[src/rtl/ifetch_pkg.sv]
`default_nettype none
// ============================================================================
// Module      : ifetch_pkg
// Description : Shared types and constants for the instruction fetch stage.
// Revision    : 1.0 - initial release
// ============================================================================
package ifetch_pkg;

  localparam int INSTR_W = 32;
  localparam int ADDR_W  = 32;
  localparam logic [ADDR_W-1:0] PC_INC = ADDR_W'(4);

  // Fetch FSM states
  typedef enum logic [1:0] {
    IDLE = 2'd0,
    REQ  = 2'd1,
    WAIT = 2'd2
  } fetch_state_t;

  // One buffered instruction tagged with the PC it was fetched from
  typedef struct packed {
    logic [ADDR_W-1:0]  pc;
    logic [INSTR_W-1:0] instr;
  } fetch_entry_t;

  // Force an address onto a word boundary
  function automatic logic [ADDR_W-1:0] align_pc(input logic [ADDR_W-1:0] addr);
    return addr & ~ADDR_W'(3);
  endfunction

endpackage
`default_nettype wire

[src/rtl/ifetch_fifo.sv]
`default_nettype none
// ============================================================================
// Module      : ifetch_fifo
// Description : Synchronous FIFO of fetch entries. Flush empties it in one
//               cycle and takes priority over push and pop.
// Revision    : 1.0 - initial release
// ============================================================================
module ifetch_fifo
  import ifetch_pkg::*;
#(
  parameter int DEPTH = 2
) (
  input  logic                       clk,
  input  logic                       reset,
  input  logic                       flush,
  input  logic                       push,
  input  fetch_entry_t               push_data,
  input  logic                       pop,
  output fetch_entry_t               head,
  output logic [$clog2(DEPTH):0]     count
);

  localparam int PTR_W = $clog2(DEPTH);
  localparam int CNT_W = PTR_W + 1;

  fetch_entry_t     mem [DEPTH];
  logic [PTR_W-1:0] wr_ptr;
  logic [PTR_W-1:0] rd_ptr;

  // Storage write; contents need no reset because count gates validity
  always_ff @(posedge clk) begin
    if (!reset && !flush && push) begin
      mem[wr_ptr] <= push_data;
    end
  end

  // Pointer and occupancy tracking; pointers wrap naturally (power-of-two depth)
  always_ff @(posedge clk) begin
    if (reset || flush) begin
      wr_ptr <= '0;
      rd_ptr <= '0;
      count  <= '0;
    end else begin
      if (push) wr_ptr <= wr_ptr + PTR_W'(1);
      if (pop)  rd_ptr <= rd_ptr + PTR_W'(1);
      count <= count + CNT_W'(push) - CNT_W'(pop);
    end
  end

  assign head = mem[rd_ptr];

endmodule
`default_nettype wire

[src/rtl/ifetch_unit.sv]
`default_nettype none
// ============================================================================
// Module      : ifetch_unit
// Description : Instruction fetch stage. Issues one memory request at a time,
//               buffers tagged responses for decode, handles redirects by
//               flushing the buffer and dropping any in-flight response.
// Revision    : 1.0 - initial release
// ============================================================================
module ifetch_unit
  import ifetch_pkg::*;
#(
  parameter logic [31:0] RESET_PC   = 32'h0000_0000,
  parameter int          FIFO_DEPTH = 2
) (
  input  logic        clk,
  input  logic        reset,
  output logic        imem_req,
  output logic [31:0] imem_addr,
  input  logic        imem_ready,
  input  logic        imem_rvalid,
  input  logic [31:0] imem_rdata,
  input  logic        redirect_valid,
  input  logic [31:0] redirect_target,
  output logic        if_valid,
  input  logic        if_ready,
  output logic [31:0] if_instr,
  output logic [31:0] if_pc,
  output logic [31:0] if_pc_plus4
);

  localparam int CNT_W = $clog2(FIFO_DEPTH) + 1;
  localparam logic [CNT_W-1:0] DEPTH_CNT = CNT_W'(FIFO_DEPTH);

  fetch_state_t      state;
  logic [ADDR_W-1:0] fetch_pc;
  logic [ADDR_W-1:0] req_pc;
  logic              drop;

  logic              push;
  logic              pop;
  fetch_entry_t      push_data;
  fetch_entry_t      head;
  logic [CNT_W-1:0]  count;
  logic [CNT_W-1:0]  post_count;

  // Accept a response only when it belongs to the current fetch stream
  assign push       = (state == WAIT) && imem_rvalid && !drop && !redirect_valid;
  assign pop        = if_valid && if_ready;
  assign push_data  = '{pc: req_pc, instr: imem_rdata};
  assign post_count = count + CNT_W'(push) - CNT_W'(pop);

  ifetch_fifo #(
    .DEPTH(FIFO_DEPTH)
  ) u_fifo (
    .clk       (clk),
    .reset     (reset),
    .flush     (redirect_valid),
    .push      (push),
    .push_data (push_data),
    .pop       (pop),
    .head      (head),
    .count     (count)
  );

  // Fetch FSM: a request is only issued when the FIFO can take its response
  always_ff @(posedge clk) begin
    if (reset) begin
      state    <= IDLE;
      fetch_pc <= RESET_PC;
      req_pc   <= '0;
      drop     <= 1'b0;
      imem_req <= 1'b0;
    end else if (redirect_valid) begin
      fetch_pc <= align_pc(redirect_target);
      case (state)
        IDLE: begin
          state    <= REQ;
          imem_req <= 1'b1;
        end
        REQ: begin
          if (imem_ready) begin
            // Old-address request is already accepted; its response must be dropped
            state    <= WAIT;
            imem_req <= 1'b0;
            drop     <= 1'b1;
          end else begin
            imem_req <= 1'b1;
          end
        end
        WAIT: begin
          if (imem_rvalid) begin
            state    <= REQ;
            imem_req <= 1'b1;
            drop     <= 1'b0;
          end else begin
            drop <= 1'b1;
          end
        end
        default: begin
          state    <= IDLE;
          imem_req <= 1'b0;
        end
      endcase
    end else begin
      case (state)
        IDLE: begin
          if (count < DEPTH_CNT) begin
            state    <= REQ;
            imem_req <= 1'b1;
          end
        end
        REQ: begin
          if (imem_ready) begin
            req_pc   <= fetch_pc;
            fetch_pc <= fetch_pc + PC_INC;
            state    <= WAIT;
            imem_req <= 1'b0;
          end
        end
        WAIT: begin
          if (imem_rvalid) begin
            drop <= 1'b0;
            if (post_count < DEPTH_CNT) begin
              state    <= REQ;
              imem_req <= 1'b1;
            end else begin
              state    <= IDLE;
              imem_req <= 1'b0;
            end
          end
        end
        default: begin
          state    <= IDLE;
          imem_req <= 1'b0;
        end
      endcase
    end
  end

  assign imem_addr   = fetch_pc;
  assign if_valid    = (count != '0);
  assign if_instr    = if_valid ? head.instr : '0;
  assign if_pc       = if_valid ? head.pc : '0;
  assign if_pc_plus4 = if_valid ? (head.pc + PC_INC) : '0;

endmodule
`default_nettype wire

[config.mk]
export PLATFORM = sky130hd
export DESIGN_NAME = ifetch_unit
export DESIGN_NICKNAME = d
export VERILOG_FILES = /design/src/rtl/ifetch_pkg.sv /design/src/rtl/ifetch_fifo.sv /design/src/rtl/ifetch_unit.sv
export SDC_FILE = /design/constraint.sdc
export NUM_CORES = 1
export LEC_CHECK = 0
export CAP_MARGIN = 10
export CORE_AREA = 2 2 135 137
export CTS_CLUSTER_SIZE = 8
export DETAILED_ROUTE_END_ITERATION = 8
export DIE_AREA = 0 0 137 139
export PLACE_DENSITY = 0.9
export SYNTH_ARGS = -nofsm -noshare
export SYNTH_HDL_FRONTEND = slang
export SYNTH_SLANG_ARGS = --single-unit
[constraint.sdc]
create_clock -name clk -period 8.57 [get_ports clk]
set_input_delay 1.714 -clock clk [delete_from_list [all_inputs] [get_ports clk]]
set_output_delay 1.714 -clock clk [all_outputs]
set_load 0.05 [all_outputs]
==> out/summary.txt <==
Status = completed
Mapped Area = 0.00882 sq mm
DP Cell Count = 1185
Post_cts resized = 0
Vias = 6470
Io pins = 200
GRT Resource Usage Total = 0.202
Post-Layout Cell Count = 1217
Post-synth EDFFs = 124
# DRC = 0
Sink Count = 193
Ys async rst share = 0
NetSw = 0.471 mW
Initial antenna violation count = 0
CTS tree = yes
RSZ-0062 raised after global routing = false
Slew headroom = 0.299
Cells after synthesis = 807
Layout cells sized above 1 = 0.0587
Final critical-path share of the clock period = 0.652
Number of global-route vias before repair = 6079
Synth unique cells = 61
Hold WC Path Type = reg -> reg
CP Launch Type = flip-flop
Rows = 49
Filler cell count = 1388
Final slew viol count = 0
Critical path arrival = 3870 ps
Initial Util = 0.500
Pwr/cell area = 176 mW/mm^2
Hold_buf cts = 0
FF/Latch Area = 0.00511 sq mm
Root buffer cell = clkbuf_16
WHS = 461 ps
CP Data Required Time = 6860 ps
RD Place Congestion = 0.825
Die span in y = 139 um
Setup tns final = 0 ps
IO buf count = 191
Synth Area per Inst = 10.9 sq um
Final HPWL DP = 13300 um
Largest net degree at the start of global routing = 81
Post-CTS Setup Bufs = 0
Chip width = 137 um
WS Path Type = reg -> out
Max-Cap Viols = 0
DR pass1 iterations = 4
LEAKAGE = 3.69 nW
Seq pwr share = 0.510
TritonCTS Buffers = 17
CTS Buffer Depth = 2
Area grow syn2layout = 29.5%
Sequential area share after synthesis = 0.578
Iteration-0 DRC Markers = 413
Die area = 0.0190 sq mm
CP endpoint kind = output port
Remaining Overflow, GRT = 0
Core area = 0.0177 sq mm
Tightest Pin Transition = 1050 ps
Drt wl/cell = 15.7 um
Final Hold Vio Count = 0
P_int = 1.54 mW
Clock latency on the worst-skew pair = 430 ps
Synth warn = 0
VDD IR-drop max = 0.145 mV
Clock network power share = 0.397
Fmax = 179 MHz
Yosys top cell area share = 0.422
Comb power frac = 0.094
Synth Flop Type = edfxtp_1
Sw Share = 0.234
Final setup fails = 0
Dominant cell type by area after synthesis = edfxtp_1
Antenna diodes = 0
WL final = 19100 um
#FFs+latches synth = 193
Routed Antenna Nets = 0
Clock transition at path regs = 70 ps
Vias per Instance = 5.32
First-pass GRT wire length = 30700 um
Htree depth = 4
Crit path max fanout = 47
Area occupied by multi-input gates = 0.00344 sq mm
Largest cells by area after synthesis = edfxtp_1, dfxtp_1, mux2i_1
Period minus WS final = 5590 ps
Layout net count = 1053
Final Skew = 12.3 ps
## synthesized netlist by cell type, types with 2 or more instances
library cell / n
clkbuf_1: 26
nor2_1: 115
buf_1: 5
xor2_1: 24
nand2_1: 103
nand4_1: 22
a31oi_1: 3
nor2b_1: 2
and3_1: 5
nand3_1: 23
nand3b_1: 3
o31a_1: 4
buf_6: 2
o21a_1: 4
buf_2: 11
mux2i_1: 59
and2_1: 8
nor4_1: 8
nand2b_1: 5
nor3b_1: 2
nand3_4: 2
buf_4: 7
a21oi_1: 45
mux2_2: 5
nor3_1: 11
dfxtp_1: 69
o21ai_0: 12
a211oi_1: 21
ha_1: 8
edfxtp_1: 124
inv_1: 12
nand4b_1: 3
and4_1: 6
xnor2_1: 21
## cell type report
type / count / share of cell area
clock buffer: 19 / 0.0379
clock inverter: 13 / 0.0140
inverter: 12 / 0.00394
multi-input combinational: 554 / 0.301
sequential: 193 / 0.447
tap: 229 / 0.0251
timing repair buffer: 197 / 0.171
## flip-flops by register name, indices dropped and copies added, names as in the netlist, named ones only
register and count:
state 2, req_pc 30, imem_addr 30, drop 1
u_fifo.mem 124, u_fifo.rd_ptr 1, imem_req 1, u_fifo.wr_ptr 1
u_fifo.count 2
## cell families (layout without fill, tap and decap cells)
kind of cell | Yosys count | count (layout) | share of synthesized area
flops | 193 | 193 | 0.578
buf+inv | 65 | 241 | 0.0353
fa+ha+maj | 8 | 8 | 0.0113
xor+xnor | 45 | 45 | 0.0447
mux | 65 | 65 | 0.0746
other cells | 1 | 6 | 0.000425
simple gates | 327 | 327 | 0.177
compound gates | 103 | 103 | 0.0780
## worst max-delay path, stage by stage, from the launching register on
cell             delay [ps]
dfxtp_4                 740
mux2_2                  300
ha_1                    140
inv_1                    90
a211oi_4                500
nand3_4                 240
nor4_2                  350
mux2_1                  360
clkdlybuf4s50_1         700
## layout by cell type, fill, tap and decap left out, types with 4 or more instances in the layout
| cell type | Yosys | final |
|---|---|---|
| o21ai_0 | 12 | 12 |
| xnor2_1 | 21 | 21 |
| dfxtp_1 | 69 | 68 |
| a21oi_1 | 45 | 45 |
| clkdlybuf4s50_1 | 0 | 190 |
| and2_1 | 8 | 8 |
| and3_1 | 5 | 5 |
| nor2_1 | 115 | 113 |
| nor4_1 | 8 | 8 |
| ha_1 | 8 | 8 |
| nand4_1 | 22 | 22 |
| inv_1 | 12 | 12 |
| mux2i_1 | 59 | 59 |
| nand2b_1 | 5 | 5 |
| and4_1 | 6 | 6 |
| nor3_1 | 11 | 11 |
| edfxtp_1 | 124 | 124 |
| clkbuf_16 | 0 | 17 |
| xor2_1 | 24 | 24 |
| mux2_2 | 5 | 5 |
| buf_4 | 7 | 6 |
| nand3_1 | 23 | 23 |
| a211oi_1 | 21 | 21 |
| o31a_1 | 4 | 4 |
| o21a_1 | 4 | 4 |
| nand2_1 | 103 | 103 |
| conb_1 | 1 | 6 |
## through the flow
stage | cell area (sq um) | utilization | power [mW] | setup slack [ps]
floorplan | 8840 | - | 1.16 | 1190
global placement | 10800 | 0.614 | 1.23 | 3460
detailed placement | 10800 | 0.614 | 1.23 | 3400
CTS | 11400 | 0.647 | 2.02 | 2940
global route | 11400 | 0.647 | 2.08 | 2770
finish | 11400 | 0.647 | 2.01 | 2980
## per-layer routing
metal | GRT usage | routed length (um)
met5 | 0 | 0
met4 | 0.0770 | 424
met3 | 0.0435 | 1440
met2 | 0.318 | 8920
met1 | 0.275 | 8350
## final timing paths
check	startpoint	end	slack (ps)	cells after the start
worst max register to register	state[0]	u_fifo.mem[0][28]	6070	6
worst min-delay path	req_pc[19]	u_fifo.mem[0][51]	460	0
worst max-delay path	flip-flop	if_pc_plus4[28]	2980	8
worst min register to register	req_pc[19]	u_fifo.mem[0][51]	460	0
## power by group through the flow
stage / Sequential [mW] / Combinational [mW] / Clock [mW]
detailed placement: 1.04 / 0.187 / 0
finish: 1.02 / 0.188 / 0.796
CTS: 1.02 / 0.188 / 0.812
global placement: 1.04 / 0.184 / 0
global route: 1.03 / 0.201 / 0.853
floorplan: 1.07 / 0.0831 / 0
Power figures use the tool's default switching activity.
